## src/rtl/ws2812b_pkg.sv

```systemverilog
// Shared WS2812B line timing, decoder defaults and decoder state encoding.
package ws2812b_pkg;

   // Line timing used by the matching frame driver, in clk cycles.
   localparam int unsigned BIT_PERIOD_CLKS   = 62;
   localparam int unsigned T1H_CLKS          = 39;
   localparam int unsigned T0H_CLKS          = 19;
   localparam int unsigned LATCH_CLKS        = 2600;

   localparam int unsigned MAX_POS_DEF       = 16;
   localparam int unsigned T1_MIN_CLKS_DEF   = 29;
   localparam int unsigned HIGH_MIN_CLKS_DEF = 8;
   localparam int unsigned HIGH_MAX_CLKS_DEF = 55;
   localparam int unsigned RESET_CLKS_DEF    = 1500;

   typedef enum logic [1:0] {
      ST_SYNC = 2'd0,
      ST_IDLE = 2'd1,
      ST_HIGH = 2'd2,
      ST_LOW  = 2'd3
   } dec_state_t;

endpackage

```

## src/rtl/ws2812b_line_decoder_if.sv

```systemverilog
// Decoder-side signal bundle: raw line in, decoded pixel/frame reports out.
interface ws2812b_line_decoder_if
   import ws2812b_pkg::*;
#(
   parameter int unsigned MAX_POS = MAX_POS_DEF
);
   logic                         din;
   logic                         pixel_valid;
   logic [$clog2(MAX_POS)-1:0]   pixel_index;
   logic [7:0]                   green;
   logic [7:0]                   red;
   logic [7:0]                   blue;
   logic                         frame_done;
   logic [$clog2(MAX_POS+1)-1:0] pixel_count;
   logic                         err;
   logic                         overflow;

   modport master (
      input  din,
      output pixel_valid, pixel_index, green, red, blue,
      output frame_done, pixel_count, err, overflow
   );

   modport slave (
      output din,
      input  pixel_valid, pixel_index, green, red, blue,
      input  frame_done, pixel_count, err, overflow
   );
endinterface

```

## src/rtl/ws2812b_line_sync.sv

```systemverilog
// Two-flop synchronizer for the asynchronous data line, with edge strobes
// registered so they line up with the first cycle of the new synchronized level.
module ws2812b_line_sync (
   input  logic clk,
   input  logic reset,
   input  logic din,
   output logic s2,
   output logic rise,
   output logic fall
);
   logic s1_q, s1_d;
   logic s2_q, s2_d;
   logic rise_q, rise_d;
   logic fall_q, fall_d;

   always_comb begin
      s1_d   = din;
      s2_d   = s1_q;
      rise_d = s1_q & ~s2_q;
      fall_d = ~s1_q & s2_q;
   end

   always_ff @(posedge clk) begin
      if (reset) begin
         s1_q   <= 1'b0;
         s2_q   <= 1'b0;
         rise_q <= 1'b0;
         fall_q <= 1'b0;
      end else begin
         s1_q   <= s1_d;
         s2_q   <= s2_d;
         rise_q <= rise_d;
         fall_q <= fall_d;
      end
   end

   assign s2   = s2_q;
   assign rise = rise_q;
   assign fall = fall_q;
endmodule

```

## src/rtl/ws2812b_line_decoder.sv

```systemverilog
// Decodes a WS2812B NRZ line into indexed 24-bit GRB pixels and frame-end reports.
// state | meaning
// SYNC  | waiting for a full low gap before trusting the line
// IDLE  | between frames, waiting for the first high pulse
// HIGH  | timing a high pulse
// LOW   | timing the low after a bit; a full gap ends the frame
module ws2812b_line_decoder
   import ws2812b_pkg::*;
#(
   parameter int unsigned MAX_POS       = MAX_POS_DEF,
   parameter int unsigned T1_MIN_CLKS   = T1_MIN_CLKS_DEF,
   parameter int unsigned HIGH_MIN_CLKS = HIGH_MIN_CLKS_DEF,
   parameter int unsigned HIGH_MAX_CLKS = HIGH_MAX_CLKS_DEF,
   parameter int unsigned RESET_CLKS    = RESET_CLKS_DEF
) (
   input  logic                  clk,
   input  logic                  reset,
   ws2812b_line_decoder_if.master bus
);
   localparam int unsigned IDX_W = $clog2(MAX_POS);
   localparam int unsigned PIX_W = $clog2(MAX_POS + 1);
   localparam int unsigned HC_W  = $clog2(HIGH_MAX_CLKS + 2);
   localparam int unsigned LC_W  = $clog2(RESET_CLKS + 1);

   localparam logic [HC_W-1:0]  HIGH_MAX_C   = HC_W'(HIGH_MAX_CLKS);
   localparam logic [HC_W-1:0]  HIGH_MIN_C   = HC_W'(HIGH_MIN_CLKS);
   localparam logic [HC_W-1:0]  T1_MIN_C     = HC_W'(T1_MIN_CLKS);
   localparam logic [LC_W-1:0]  RESET_LAST_C = LC_W'(RESET_CLKS - 1);
   localparam logic [LC_W-1:0]  LOW_SAT_C    = LC_W'(RESET_CLKS);
   localparam logic [PIX_W-1:0] MAX_POS_C    = PIX_W'(MAX_POS);

   logic s2, rise, fall;

   ws2812b_line_sync u_sync (
      .clk   (clk),
      .reset (reset),
      .din   (bus.din),
      .s2    (s2),
      .rise  (rise),
      .fall  (fall)
   );

   dec_state_t       state_q, state_d;
   logic [HC_W-1:0]  high_cnt_q, high_cnt_d;
   logic [LC_W-1:0]  low_cnt_q, low_cnt_d;
   logic [4:0]       bit_cnt_q, bit_cnt_d;
   logic [22:0]      shift_q, shift_d;
   logic [PIX_W-1:0] pix_idx_q, pix_idx_d;
   logic             pixel_valid_q, pixel_valid_d;
   logic [IDX_W-1:0] pixel_index_q, pixel_index_d;
   logic [7:0]       green_q, green_d, red_q, red_d, blue_q, blue_d;
   logic             frame_done_q, frame_done_d;
   logic [PIX_W-1:0] pixel_count_q, pixel_count_d;
   logic             err_q, err_d;
   logic             overflow_q, overflow_d;
   logic [23:0]      word;

   always_comb begin
      state_d       = state_q;
      high_cnt_d    = high_cnt_q;
      low_cnt_d     = low_cnt_q;
      bit_cnt_d     = bit_cnt_q;
      shift_d       = shift_q;
      pix_idx_d     = pix_idx_q;
      pixel_valid_d = 1'b0;
      pixel_index_d = pixel_index_q;
      green_d       = green_q;
      red_d         = red_q;
      blue_d        = blue_q;
      frame_done_d  = 1'b0;
      pixel_count_d = pixel_count_q;
      err_d         = 1'b0;
      overflow_d    = overflow_q;
      word          = {shift_q, high_cnt_q >= T1_MIN_C};

      unique case (state_q)
         ST_SYNC: begin
            if (s2) begin
               low_cnt_d = '0;
            end else if (low_cnt_q == RESET_LAST_C) begin
               low_cnt_d = '0;
               state_d   = ST_IDLE;
            end else begin
               low_cnt_d = low_cnt_q + LC_W'(1);
            end
         end
         ST_IDLE: begin
            if (rise) begin
               high_cnt_d = HC_W'(1);
               state_d    = ST_HIGH;
            end
         end
         ST_HIGH: begin
            // A bad pulse drops the partial frame; decoding resumes after a full gap.
            if ((fall && high_cnt_q < HIGH_MIN_C) || (!fall && high_cnt_q == HIGH_MAX_C)) begin
               err_d     = 1'b1;
               low_cnt_d = '0;
               bit_cnt_d = '0;
               pix_idx_d = '0;
               shift_d   = '0;
               state_d   = ST_SYNC;
            end else if (fall) begin
               shift_d   = word[22:0];
               low_cnt_d = LC_W'(1);
               state_d   = ST_LOW;
               if (bit_cnt_q == 5'd23) begin
                  bit_cnt_d = '0;
                  if (pix_idx_q < MAX_POS_C) begin
                     pixel_valid_d = 1'b1;
                     pixel_index_d = pix_idx_q[IDX_W-1:0];
                     green_d       = word[23:16];
                     red_d         = word[15:8];
                     blue_d        = word[7:0];
                     pix_idx_d     = pix_idx_q + PIX_W'(1);
                  end else begin
                     overflow_d = 1'b1;
                  end
               end else begin
                  bit_cnt_d = bit_cnt_q + 5'd1;
               end
            end else begin
               high_cnt_d = high_cnt_q + HC_W'(1);
            end
         end
         ST_LOW: begin
            if (rise) begin
               high_cnt_d = HC_W'(1);
               state_d    = ST_HIGH;
            end else if (low_cnt_q == RESET_LAST_C) begin
               frame_done_d  = 1'b1;
               pixel_count_d = pix_idx_q;
               err_d         = (bit_cnt_q != 5'd0);
               bit_cnt_d     = '0;
               pix_idx_d     = '0;
               shift_d       = '0;
               overflow_d    = 1'b0;
               low_cnt_d     = '0;
               state_d       = ST_IDLE;
            end else if (low_cnt_q != LOW_SAT_C) begin
               low_cnt_d = low_cnt_q + LC_W'(1);
            end
         end
         default: state_d = ST_SYNC;
      endcase
   end

   always_ff @(posedge clk) begin
      if (reset) begin
         state_q       <= ST_SYNC;
         high_cnt_q    <= '0;
         low_cnt_q     <= '0;
         bit_cnt_q     <= '0;
         shift_q       <= '0;
         pix_idx_q     <= '0;
         pixel_valid_q <= 1'b0;
         pixel_index_q <= '0;
         green_q       <= '0;
         red_q         <= '0;
         blue_q        <= '0;
         frame_done_q  <= 1'b0;
         pixel_count_q <= '0;
         err_q         <= 1'b0;
         overflow_q    <= 1'b0;
      end else begin
         state_q       <= state_d;
         high_cnt_q    <= high_cnt_d;
         low_cnt_q     <= low_cnt_d;
         bit_cnt_q     <= bit_cnt_d;
         shift_q       <= shift_d;
         pix_idx_q     <= pix_idx_d;
         pixel_valid_q <= pixel_valid_d;
         pixel_index_q <= pixel_index_d;
         green_q       <= green_d;
         red_q         <= red_d;
         blue_q        <= blue_d;
         frame_done_q  <= frame_done_d;
         pixel_count_q <= pixel_count_d;
         err_q         <= err_d;
         overflow_q    <= overflow_d;
      end
   end

   assign bus.pixel_valid = pixel_valid_q;
   assign bus.pixel_index = pixel_index_q;
   assign bus.green       = green_q;
   assign bus.red         = red_q;
   assign bus.blue        = blue_q;
   assign bus.frame_done  = frame_done_q;
   assign bus.pixel_count = pixel_count_q;
   assign bus.err         = err_q;
   assign bus.overflow    = overflow_q;
endmodule

```

## src/flat_wrapper.sv

```systemverilog
// flat-port wrapper written by rule: the top's interface ports become plain ports
module ws2812b_line_decoder_flat import ws2812b_pkg::*;
#(
   parameter int unsigned MAX_POS       = MAX_POS_DEF,
   parameter int unsigned T1_MIN_CLKS   = T1_MIN_CLKS_DEF,
   parameter int unsigned HIGH_MIN_CLKS = HIGH_MIN_CLKS_DEF,
   parameter int unsigned HIGH_MAX_CLKS = HIGH_MAX_CLKS_DEF,
   parameter int unsigned RESET_CLKS    = RESET_CLKS_DEF
)
  (clk, reset, bus_din, bus_pixel_valid, bus_pixel_index, bus_green, bus_red, bus_blue, bus_frame_done, bus_pixel_count, bus_err, bus_overflow);
  ws2812b_line_decoder_if #(.MAX_POS(MAX_POS)) bus_i ();
  input  logic clk;
  input  logic reset;
  input wire logic [$bits(bus_i.din)-1:0] bus_din;
  output wire logic [$bits(bus_i.pixel_valid)-1:0] bus_pixel_valid;
  output wire logic [$bits(bus_i.pixel_index)-1:0] bus_pixel_index;
  output wire logic [$bits(bus_i.green)-1:0] bus_green;
  output wire logic [$bits(bus_i.red)-1:0] bus_red;
  output wire logic [$bits(bus_i.blue)-1:0] bus_blue;
  output wire logic [$bits(bus_i.frame_done)-1:0] bus_frame_done;
  output wire logic [$bits(bus_i.pixel_count)-1:0] bus_pixel_count;
  output wire logic [$bits(bus_i.err)-1:0] bus_err;
  output wire logic [$bits(bus_i.overflow)-1:0] bus_overflow;
  assign bus_i.din = bus_din;
  assign bus_pixel_valid = bus_i.pixel_valid;
  assign bus_pixel_index = bus_i.pixel_index;
  assign bus_green = bus_i.green;
  assign bus_red = bus_i.red;
  assign bus_blue = bus_i.blue;
  assign bus_frame_done = bus_i.frame_done;
  assign bus_pixel_count = bus_i.pixel_count;
  assign bus_err = bus_i.err;
  assign bus_overflow = bus_i.overflow;
  ws2812b_line_decoder #(.MAX_POS(MAX_POS), .T1_MIN_CLKS(T1_MIN_CLKS), .HIGH_MIN_CLKS(HIGH_MIN_CLKS), .HIGH_MAX_CLKS(HIGH_MAX_CLKS), .RESET_CLKS(RESET_CLKS)) u_core (.clk(clk), .reset(reset), .bus(bus_i));
endmodule
```

## config.mk

```make
export PLATFORM = sky130hd
export DESIGN_NAME = ws2812b_line_decoder_flat
export DESIGN_NICKNAME = d
export VERILOG_FILES = /design/src/rtl/ws2812b_pkg.sv /design/src/rtl/ws2812b_line_decoder_if.sv /design/src/rtl/ws2812b_line_sync.sv /design/src/rtl/ws2812b_line_decoder.sv /design/src/flat_wrapper.sv
export SDC_FILE = /design/constraint.sdc
export NUM_CORES = 1
export LEC_CHECK = 0
export CELL_PAD_IN_SITES_DETAIL_PLACEMENT = 1
export CELL_PAD_IN_SITES_GLOBAL_PLACEMENT = 2
export CORE_UTILIZATION = 32
export DETAILED_ROUTE_END_ITERATION = 10
export PLACE_DENSITY_LB_ADDON = 0.25
export SLEW_MARGIN = 40
export SYNTH_ARGS = -nofsm -noshare
export SYNTH_HDL_FRONTEND = slang
export SYNTH_SLANG_ARGS = --single-unit
```

## constraint.sdc

```tcl
create_clock -name clk -period 4.53 [get_ports clk]
set_input_delay 0.6795 -clock clk [delete_from_list [all_inputs] [get_ports clk]]
set_output_delay 0.6795 -clock clk [all_outputs]
set_load 0.01 [all_outputs]
```

After elaboration in Yosys (flattened, before gate mapping)
Cells that the tools add are included.

cells by class
  add/sub/neg operators = 4
  order comparisons = 3
  equality and inequality tests = 21
  mux-type cells = 48
  bitwise gates (word level) = 10
  reductions and logical operators = 20

operator list
  cell                     count
  $mux W23                 4
  $mux W11                 7
  $pmux W23 S2             1
  $mux W5                  9
  $pmux W11 S3             1
  $pmux W5 S2              2
  $mux W6                  3
  $ne A2 B2 Y1 const B     7
  $mux W2                  6
  $pmux W6 S2              1
  $reduce_and A4 Y1        3
  $add A11 B1 Y11 const B  1
  $eq A11 B11 Y1 const B   1
  $mux W1                  11
  $ne A11 B11 Y1 const B   1
  $add A5 B1 Y5 const B    2
  $ne A3 B1 Y1 const B     3
  $not A1 Y1               8
  $pmux W2 S4              1
  $reduce_and A7 Y1        1
  $add A6 B1 Y6 const B    1
  $eq A6 B6 Y1 const B     1
  $ge A6 B5 Y1 const B     1
  $lt A6 B4 Y1 const B     1
  other kinds (21)         29

word-level totals
  register bits = 93
  bits of input ports = 3

Depth between registers and ports, before layout
Gate-level depths: netlist (run 1).

  depth in word-level cells = 6
  mapped depth = 8
  gate-level depth less buffers = 7

Hierarchy
Synthesis (run 1) repeated with hierarchy kept, for this count alone.

unflattened totals
  cells, all modules = 460
  area total of the unflattened synthesis = 4,097.7 um^2

modules (own cells, without submodules)
  module                times used  cells an instance  area each (um^2)
  ws2812b_line_decoder  1           452                3,980.1
  ws2812b_line_sync     1           8                  117.6

Worst setup path before layout (run 1)
No wires, ideal clock.

  path type = reg-to-reg
  start = register u_core.high_cnt_q[0]
  end = register u_core.low_cnt_q[7]
  library setup time = 70 ps
  arrival time = 1,766 ps
  data required time = 4,460 ps
  setup slack = 2,693 ps
  cell stages (with the launch flop) = 7
  path buffers = 0
  period minus slack after synthesis = 1,837 ps
  cell sequence = dfxtp_1 ha_1 nand4_2 o211ai_4 nand2_2 or4_1 a21oi_1

on the way
  cells in the longest elaborated chain, start to end = 5
  elaborated cells on any way between the ends = 9
  those cells by class = order compare (1); eq/ne (2); mux (2); reduce/logical (4)

RTL lines
  item                                                         line                         source
  from (decl)                                                  ws2812b_line_decoder.sv:44   logic [HC_W-1:0] high_cnt_q, high_cnt_d;
  from (signal assigned)                                       ws2812b_line_decoder.sv:166  high_cnt_q <= high_cnt_d;
  $lt A6 B4 Y1 or $eq A6 B6 Y1 (tied branches)                 ws2812b_line_decoder.sv:95   if ((fall && high_cnt_q < HIGH_MIN_C) || (!fall && high_cnt_q == HIGH_MAX_C)) begin
  $logic_and A1 B1 Y1                                          ws2812b_line_decoder.sv:95
  $logic_or A1 B1 Y1 (*)                                       ws2812b_line_decoder.sv:95
  $ne A3 B2 Y1 (no line) or $mux W11 (tied branches)           -
  $reduce_and A4 Y1 (no line) or $pmux W11 S3 (tied branches)  -
  to (signal assigned)                                         ws2812b_line_decoder.sv:167  low_cnt_q <= low_cnt_d;
  to (decl)                                                    ws2812b_line_decoder.sv:45   logic [LC_W-1:0] low_cnt_q, low_cnt_d;

Mark *: on every way between the ends. The rest lies on a longest branch, timed or not.
A chain may end at the register's enable or synchronous reset.

Final worst setup path (run 1)
  start = register u_core.low_cnt_q[1]
  end = register u_core.pix_idx_q[1]

on the way
  cells in the longest elaborated chain, start to end = 3

RTL lines
  item                         line                         source
  $eq A11 B11 Y1               ws2812b_line_decoder.sv:129  end else if (low_cnt_q == RESET_LAST_C) begin
  $ne A2 B1 Y1 (no line)       -
  $reduce_and A6 Y1 (no line)  -
  to (signal assigned)         ws2812b_line_decoder.sv:170  pix_idx_q <= pix_idx_d;
  to (decl)                    ws2812b_line_decoder.sv:48   logic [PIX_W-1:0] pix_idx_q, pix_idx_d;

Every way passes these cells.

==> run metrics, run 1 <==
largest cells by area after synthesis=dfxtp_1 48%, nand2_1 9.7%, a21oi_1 9.2%; final wirelength=approximately 10000 µm; width of the die=approximately 110 µm; CTS tree=yes; CP Class=register to register; flops & latches, synth=93; share of cells above drive strength 1=between 6 and 7%; Syn Inst Count=~470; Post-Route Skew=4.26 ps; Post-synth EDFFs=0; Largest stage delay, worst path=530 ps; worst r2r dst=u_core.pix_idx_q[1]; Crit Reg-Reg Startpoint=u_core.low_cnt_q[1]; hpwl dp=6750 µm; Mapped Nets=480; Async SR Flop Fraction=0%; io pins=40; root buffer cell=clkbuf_16; synth unique cells=54; hold endpoint=u_core.u_sync.fall; # clock sinks=93; Critical path buffers and inverters=0; final worst-path cycle share=51.0%; vias in the first global route=~3300; Post-Synthesis Cell Area=between 3000 and 4000 µm²; largest net degree at the start of global routing=42; first-pass GRT wire length=about 17000 µm; post-synth top area share=47.6%; Pwr Density=~340 nW/µm²; # H-tree levels=3; total core area=between 10000 and 15000 µm²; WP data required=4810 ps; Critical Path Fanout Max=28; yosys warns=0; static leakage power=~1.5 nW; status=complete, no violations; DR pass1 iterations=4; unrepaired setup endpoints after global routing=no; final hold viol count=0; Worst Hold Depth=1; GRT overflow=0; wire length per cell=15.5 µm; total CTS buffers=9; GR Util All Layers=between 15 and 20%; Fillers=between 1000 and 1500; post-route ant nets=0; initial antenna violation count=0; slew margin rel.=between 50% and 60%; fmax=approximately 0.43 GHz; Clock Latency Late Sink=about 350 ps; Synth Area per Inst=8.33 µm²; Row Count=39; Reg clk slew, reported paths=roughly 60 ps; setup tns final=0 ps; placer congestion estimate=0.731; Clock Path Buffers=2; DRC viols=0; CP arrival=approximately 2600 ps; Least-Margin Pin Slew=718 ps; Finish-stage setup viols=0; postcts setup bufs=0; Die Footprint=12700 µm²; Layout Nets=roughly 510; R2R Setup Slk=between 2000 and 2500 ps; routed vias=3306; die height=between 100 and 150 µm; Tot Pwr=1.61 mW; leading cell type in the layout, fill and taps excluded=nand2_1; Main synth FF type=dfxtp_1; Starting Density=approximately 34%; Worst Reg-to-Reg Cells=6; Min-Delay Startpoint=u_core.u_sync.s1_q; Top delay family on crit path=compound AO/OA/AOI/OAI gates; Crit. End Element=register; top cell type by total area after synthesis=dfxtp_1; worst-path cell chain=ha_1, nand3b_1, nor4_4, a21o_2, o21a_1, mux2i_1; count of buffers from port buffering=39; Final min period=approximately 2300 ps; Resized Gates After CTS=0; post-DR vias/cell=5.15; Worst path slowest cell=a21o_2; most frequent cells in the layout=101 x nand2_1, 93 x dfxtp_1, 71 x a21oi_1; Syn-to-layout area delta=19.9%; crit start category=register; max-cap violation count=0; Slew Limit Fails=0; drt first-iter violations=roughly 140; worst min path class=register to register; sequential area share after synthesis=between 40% and 50%; Max IR drop VDD=~0.00025 V; ant diodes=0; hold buffers post-CTS=0
-- logic make-up (layout without fill, tap and decap cells) --
| group | count (synthesis) | after routing | share of synthesized area (%) |
|---|---|---|---|
| compound gates | 103 | 103 | 15.7 |
| mux | 1 | 1 | 0.256 |
| xor+xnor | 12 | 12 | 2.69 |
| fa+ha+maj | 8 | 8 | 2.56 |
| simple gates | 211 | 211 | 26.5 |
| flops | 93 | 93 | 47.6 |
| buf+inv | 41 | 71 | 4.64 |
-- power by group --
group          switching [mW]  internal [mW]
clock                   0.314          0.439
sequential            0.00459          0.821
combinational          0.0219        0.00883
-- state kept, by name, summed over array words and instances (netlist names) --
signal	cells
u_core.state_q	2
u_core.u_sync.s1_q	1
u_core.u_sync.rise	1
u_core.shift_q	23
u_core.bus.frame_done	1
u_core.u_sync.s2	1
u_core.bus.pixel_index	4
u_core.bus.err	1
u_core.bus.overflow	1
u_core.bus.pixel_count	5
u_core.bus.green	8
u_core.bit_cnt_q	5
u_core.pix_idx_q	5
u_core.low_cnt_q	11
u_core.u_sync.fall	1
u_core.bus.red	8
u_core.bus.blue	8
u_core.high_cnt_q	6
u_core.bus.pixel_valid	1
-- worst max-delay path by stage --
stage | slack (ps) | from | cells after the start | to
after floorplan | 2690 | u_core.high_cnt_q[0] | 6 | u_core.low_cnt_q[7]
after global placement | 2020 | u_core.low_cnt_q[0] | 6 | u_core.pix_idx_q[1]
after detailed placement | 2240 | u_core.high_cnt_q[0] | 6 | u_core.low_cnt_q[7]
after CTS | 2220 | u_core.low_cnt_q[1] | 6 | u_core.pix_idx_q[1]
after global routing | 2000 | u_core.low_cnt_q[0] | 6 | u_core.pix_idx_q[1]
final | 2220 | u_core.low_cnt_q[1] | 6 | u_core.pix_idx_q[1]
-- Yosys cell counts, drive strengths merged, types with 2 or more instances --
library cell,n
nand2,102
dfxtp,93
a21oi,72
nand3,41
nor2,22
buf,15
clkbuf,15
inv,11
ha,8
nor2b,7
nor3,7
xor2,7
a211oi,6
nand4,6
o21ai,6
nand2b,5
xnor2,5
nand4b,4
and3,3
nand3b,3
a221oi,2
a41oi,2
nor4,2
o211ai,2
o31ai,2
-- through the flow --
step	area (µm²)	hold slack, ps	instances	setup WS (ps)	utilization, %
after floorplan	3910	388	469	2690	-
after global placement	4370	423	625	2020	37.5
after detailed placement	4390	433	627	2240	37.7
after CTS	4680	441	642	2220	40.2
after global routing	4680	460	642	2000	40.2
final	4680	441	642	2220	40.2
-- final cells by class --
type | count | area (µm²) | area share (%)
multi-input combinational | 335 | 1880 | 40.1
clock buffer | 11 | 243 | 5.18
inverter | 11 | 41.3 | 0.881
sequential | 93 | 1860 | 39.7
tap | 143 | 179 | 3.82
clock inverter | 4 | 48.8 | 1.04
timing repair buffer | 45 | 430 | 9.19
-- per-layer routing --
metal	vias to the layer above	GRT usage (%)	share of wire (%)
met5	-	0	0
met4	0	5.60	1.3
met3	9	4.16	3.2
met2	45	26.5	45
met1	1593	22.1	50
li1	1659	-	-
Note: power is estimated with default switching activity, not from simulation.
==> run 2: changes to the inputs <==
==> constraint.sdc (replaced) <==
create_clock -name clk -period 2.2 [get_ports clk]
set_input_delay 0.33 -clock clk [delete_from_list [all_inputs] [get_ports clk]]
set_output_delay 0.33 -clock clk [all_outputs]
set_load 0.01 [all_outputs]
==> run 2 against run 1 <==
Effect of this change: clock power grew 100%; global-route usage grew 0.92 points; register-to-register slack lost 2100 ps; setup slack lost 2100 ps; highest routed layer unchanged.
==> run metrics, run 2 (synthesis gave the netlist of run 1 again) <==
status=complete, no violations; Max IR drop VDD=0.000494 V; Final Util=roughly two fifths; die height=about 110 µm; Critical path buffers and inverters=0; post-DR vias/cell=5.17; CP arrival=2350 ps; Final Instance Area=a little under 5000 µm²; Largest Register=u_core.shift_q; DR pass1 iterations=4; Critical Path Fanout Max=6; worst min path class=register to register; placer congestion estimate=roughly 0.81; leading cell type in the layout, fill and taps excluded=nand2_1; Inst Count DP=between 600 and 700; share of cells above drive strength 1=9.34%; vias in the first global route=3356; hpwl dp=between 6000 and 7000 µm; final hold viol count=0; GR Util All Layers=approximately 18%; Final min period=around 2100 ps; slew margin rel.=between 60 and 70%; DRC viols=0; most frequent cells in the layout=101 x nand2_1, 93 x dfxtp_1, 71 x a21oi_1; Reg area=between 1500 and 2000 µm²; crit start category=register; pre-CTS setup slack=approximately 130 ps; Top Registers=u_core.shift_q x23, u_core.low_cnt_q x11; # clock sinks=just over 90; count of buffers from port buffering=39; root buffer cell=clkbuf_16; total CTS buffers=9; worst-path cell chain=ha_1, nand4_2, o211ai_4, nand2_2, or4_1, a21oi_1; final worst-path cycle share=94.0%; static leakage power=approximately 1.6 nW; final wirelength=10200 µm; Worst path slowest cell=or4_1; routed vias=between 3000 and 4000; max-cap violation count=0; # H-tree levels=3; Syn-to-layout area delta=23.6%; multi-input gate area in the final layout=between 1500 and 2000 µm²; initial antenna violation count=0; Top delay family on crit path=simple AND/OR/NAND/NOR gates; Clock Latency Late Sink=about 350 ps; largest net degree at the start of global routing=38; setup tns final=0 ps; Row Count=39; placed cell area=around 4500 µm²; Starting Density=approximately 34%; first-pass GRT wire length=~17000 µm; Die Footprint=12700 µm²; Crit. End Element=register; fmax=0.484 GHz; Fillers=~1400; drt first-iter violations=145; Clock Path Buffers=2; max FFs per register=23; Pwr Density=a little under 700 nW/µm²; Least-Margin Pin Slew=566 ps; Layout Nets=about 520; ant diodes=0; Largest stage delay, worst path=roughly 510 ps; CTS tree=yes; GRT overflow=0; Reg clk slew, reported paths=~60 ps; Slew Limit Fails=0; PnR worst setup slack=approximately 130 ps; WP data required=roughly 2500 ps; io pins=40; total core area=11700 µm²; fin cells=roughly 660; width of the die=~110 µm; Post-Route Skew=8.81 ps; wire length per cell=approximately 16 µm; post-route ant nets=0; CP Class=register to register; unrepaired setup endpoints after global routing=no; Finish-stage setup viols=0
## run 2: path summary, 6_finish.rpt
path                        start                  end  slack [ps]  cells after the start
max          u_core.high_cnt_q[0]  u_core.low_cnt_q[7]         130                      6
min            u_core.u_sync.s1_q   u_core.u_sync.fall         400                      1
max reg2reg  u_core.high_cnt_q[0]  u_core.low_cnt_q[7]         130                      6
min reg2reg    u_core.u_sync.s1_q   u_core.u_sync.fall         400                      1
## run 2: timing repair
action,4_1_cts,5_1_grt
setup buffers,0,4
resized for setup,0,1
endpoints found under the setup margin,0,4
hold buffers,0,0
## run 2: area by class of cell
class	instances	share of cell area [%]
sequential	93	38.5
clock buffer	10	4.74
multi-input combinational	335	38.9
inverter	11	0.855
tap	143	3.70
timing repair buffer	61	12.2
clock inverter	4	1.06
## run 2: metal layers
metal | vias up | wire length (µm) | track usage, %
li1 | 1693 | - | -
met1 | 1640 | 5170 | 24.0
met2 | 50 | 4550 | 26.9
met3 | 11 | 323 | 3.78
met4 | 0 | 172 | 7.20
met5 | - | 0 | 0
## run 2: stage by stage
step           power (mW)  hold WS, ps
4_1_cts              3.33          410
5_1_grt              3.41          423
3_5_place_dp         1.81          404
3_3_place_gp         1.81          398
2_1_floorplan        1.78          388
6_report             3.29          402
## run 2: where the power goes
group	internal [mW]	switching, mW	leakage (nW)	total [mW]
clock	0.868	0.647	0.134	1.52
combinational	0.0220	0.0470	0.708	0.0690
sequential	1.69	0.0104	0.750	1.70
==> run 3: changes to the inputs <==
--- a/config.mk
+++ b/config.mk
@@ -10,7 +10,6 @@
 export CORE_UTILIZATION = 32
 export DETAILED_ROUTE_END_ITERATION = 10
 export PLACE_DENSITY_LB_ADDON = 0.25
-export SLEW_MARGIN = 40
 export SYNTH_ARGS = -nofsm -noshare
 export SYNTH_HDL_FRONTEND = slang
 export SYNTH_SLANG_ARGS = --single-unit
==> results of run 3 <==
Final layout, timing and power as in run 2 (identical DEF).
==> RTL change: new RTL, config.mk and constraints of run 2 <==
Take the reset off `shift_q` and `pixel_index_q` and load them in a clocked block of their own.
--- a/src/rtl/ws2812b_line_decoder.sv
+++ b/src/rtl/ws2812b_line_decoder.sv
@@ -152,6 +152,4 @@
          bit_cnt_q     <= '0;
-         shift_q       <= '0;
          pix_idx_q     <= '0;
          pixel_valid_q <= 1'b0;
-         pixel_index_q <= '0;
          green_q       <= '0;
@@ -168,6 +166,4 @@
          bit_cnt_q     <= bit_cnt_d;
-         shift_q       <= shift_d;
          pix_idx_q     <= pix_idx_d;
          pixel_valid_q <= pixel_valid_d;
-         pixel_index_q <= pixel_index_d;
          green_q       <= green_d;
@@ -180,2 +176,7 @@
       end
+   end
+
+   always_ff @(posedge clk) begin
+      shift_q       <= shift_d;
+      pixel_index_q <= pixel_index_d;
    end
Function: same outputs for any inputs over 10 cycles, from zero or initial values and one cycle with reset high; that may be too few to reach the edited logic, so the function may still have changed.
==> RTL change against run 2 <==
Routed wire length fell by 4.9%. First-iteration DRC count fell by 17%. Critical path depth did not move. Setup slack improved by 0.021 ns. Sequential share of layout area rose by 3.9 points. Power rose by 7.9%. Count of clock-buffer cells in the layout fell by 1. Sequential cell count did not move. Design area rose by 4.2%. Synthesized area rose by 3.2%. Critical path type unchanged. Critical endpoint is now u_core.low_cnt_q[8]$_SDFFE_PP0P_.
==> RTL change: results (changes against run 2) <==
* First-pass GRT wire length at 16,500 um (-5.1%)
* Post-DP HPWL at 6680 um (-2.4%)
* Share of post-route cells with drive strength above 1 at 12.0% (+2.7 points)
* Clock skew at 0.0102 ns (+0.00137 ns)
* Sw Share at 23.3% (+1.9 points)
* Reg-to-reg slack, setup at 0.15 ns (+0.02 ns)
* Multiplexer share of the synthesized area at 1.24% (+0.98 points)
* Synth unique cells at 62 (+15%)
* Status: complete, no violations
* Critical path destination: u_core.low_cnt_q[8]$_SDFFE_PP0P_
* Maximum VDD drop at 297 uV (-40%)
* HP Start: reset
* Worst-Margin Slew at 0.527 ns (-0.0399 ns)
* Largest net degree at the start of global routing at 30 (-21%)
* XOR/XNOR share of the synthesized area at 0.868% (-1.8 points)
* HP Class: input pin to flip-flop
* Post-synthesis adder-cell area fraction at 2.48% (-0.080 points)
* Syn nets at 423 (-12%)
* Detailed Route Iter0 Violations at 121 (-17%)
* Hold Slack at 0.376 ns (-0.0255 ns)
* Fin crit share at 93.1% (-0.94 points)
* Via density per instance at 4.99 (-3.5%)
* Vias in the first global route at 3,178 (-5.3%)
* Placed insts at 618 (-3.3%)
* Worst r2r src: u_core.high_cnt_q[1]$_SDFFE_PP0P_
* Complex-gate fraction of the synthesized area at 15.6% (-0.15 points)
* P_leak at 0.00171 uW (+7.3%)
* Most instantiated cells after synthesis: dfxtp_1, nand2_1, a21oi_1
* Placement Cell Area at 4710 sq um (+4.3%)
* Total track usage at 16.6% (-1.0 points)
* Final Non-Filler Cells at 634 (-3.5%)
* Routed Wire Length at 9710 um (-4.9%)
* Pre-CTS WS at 0.0767 ns (-0.0520 ns)
* Largest stage delay, worst path at 0.47 ns (-0.04 ns)
[RTL change: changes by cell type in the layout (fill, tap and decap cells not counted), sizes merged, moves of 5 or more]
| cell | before | now |
|---|---|---|
| nand2b | 5 | 0 |
| edfxtp | 0 | 27 |
| xor2 | 7 | 0 |
| nand3 | 41 | 13 |
| and2 | 1 | 26 |
| dfxtp | 93 | 66 |
| a21oi | 72 | 49 |
| inv | 11 | 19 |
| nand2 | 102 | 61 |
[RTL change: kinds of logic (layout without fill, tap and decap cells)]
kind of cell | Yosys count | in the layout
AO/OA/AOI/OAI | 94 | 94
XOR/XNOR | 4 | 4
adder cells (fa/ha/maj) | 8 | 8
buffers and inverters | 35 | 89
flip-flops | 93 | 93
multiplexers | 5 | 5
AND/OR/NAND/NOR | 173 | 173
[RTL change: area by class of cell]
| cell class | instances | area [sq um] |
|---|---|---|
| Fill cell | 1377 | 7130 |
| Sequential cell | 93 | 2130 |
| Multi-Input combinational cell | 284 | 1760 |
| Timing Repair Buffer | 57 | 558 |
| Clock buffer | 9 | 225 |
| Tap cell | 168 | 210 |
| Clock inverter | 7 | 78.8 |
| Inverter | 16 | 63.8 |
[RTL change: worst max-delay path: cells and delay by family, from the launching register on]
kind	cells	cell delay, ns
simple gates	3	0.97
flops	1	0.38
compound gates	2	0.39
fa+ha+maj	1	0.23
[RTL change: power groups by stage]
stage | combinational, uW | sequential (uW) | clock, uW
3_5_place_dp | 139 | 1830 | 0
3_3_place_gp | 134 | 1830 | 0
4_1_cts | 139 | 1790 | 1670
5_1_grt | 154 | 1800 | 1730
6_report | 138 | 1790 | 1610
2_1_floorplan | 95.0 | 1820 | 0
[RTL change: metal layers]
layer / GRT usage (%) / routed length [um]
met1: 21.5 / 4700
met2: 26.8 / 4600
met3: 4.50 / 276
met4: 5.19 / 131
met5: 0 / 0
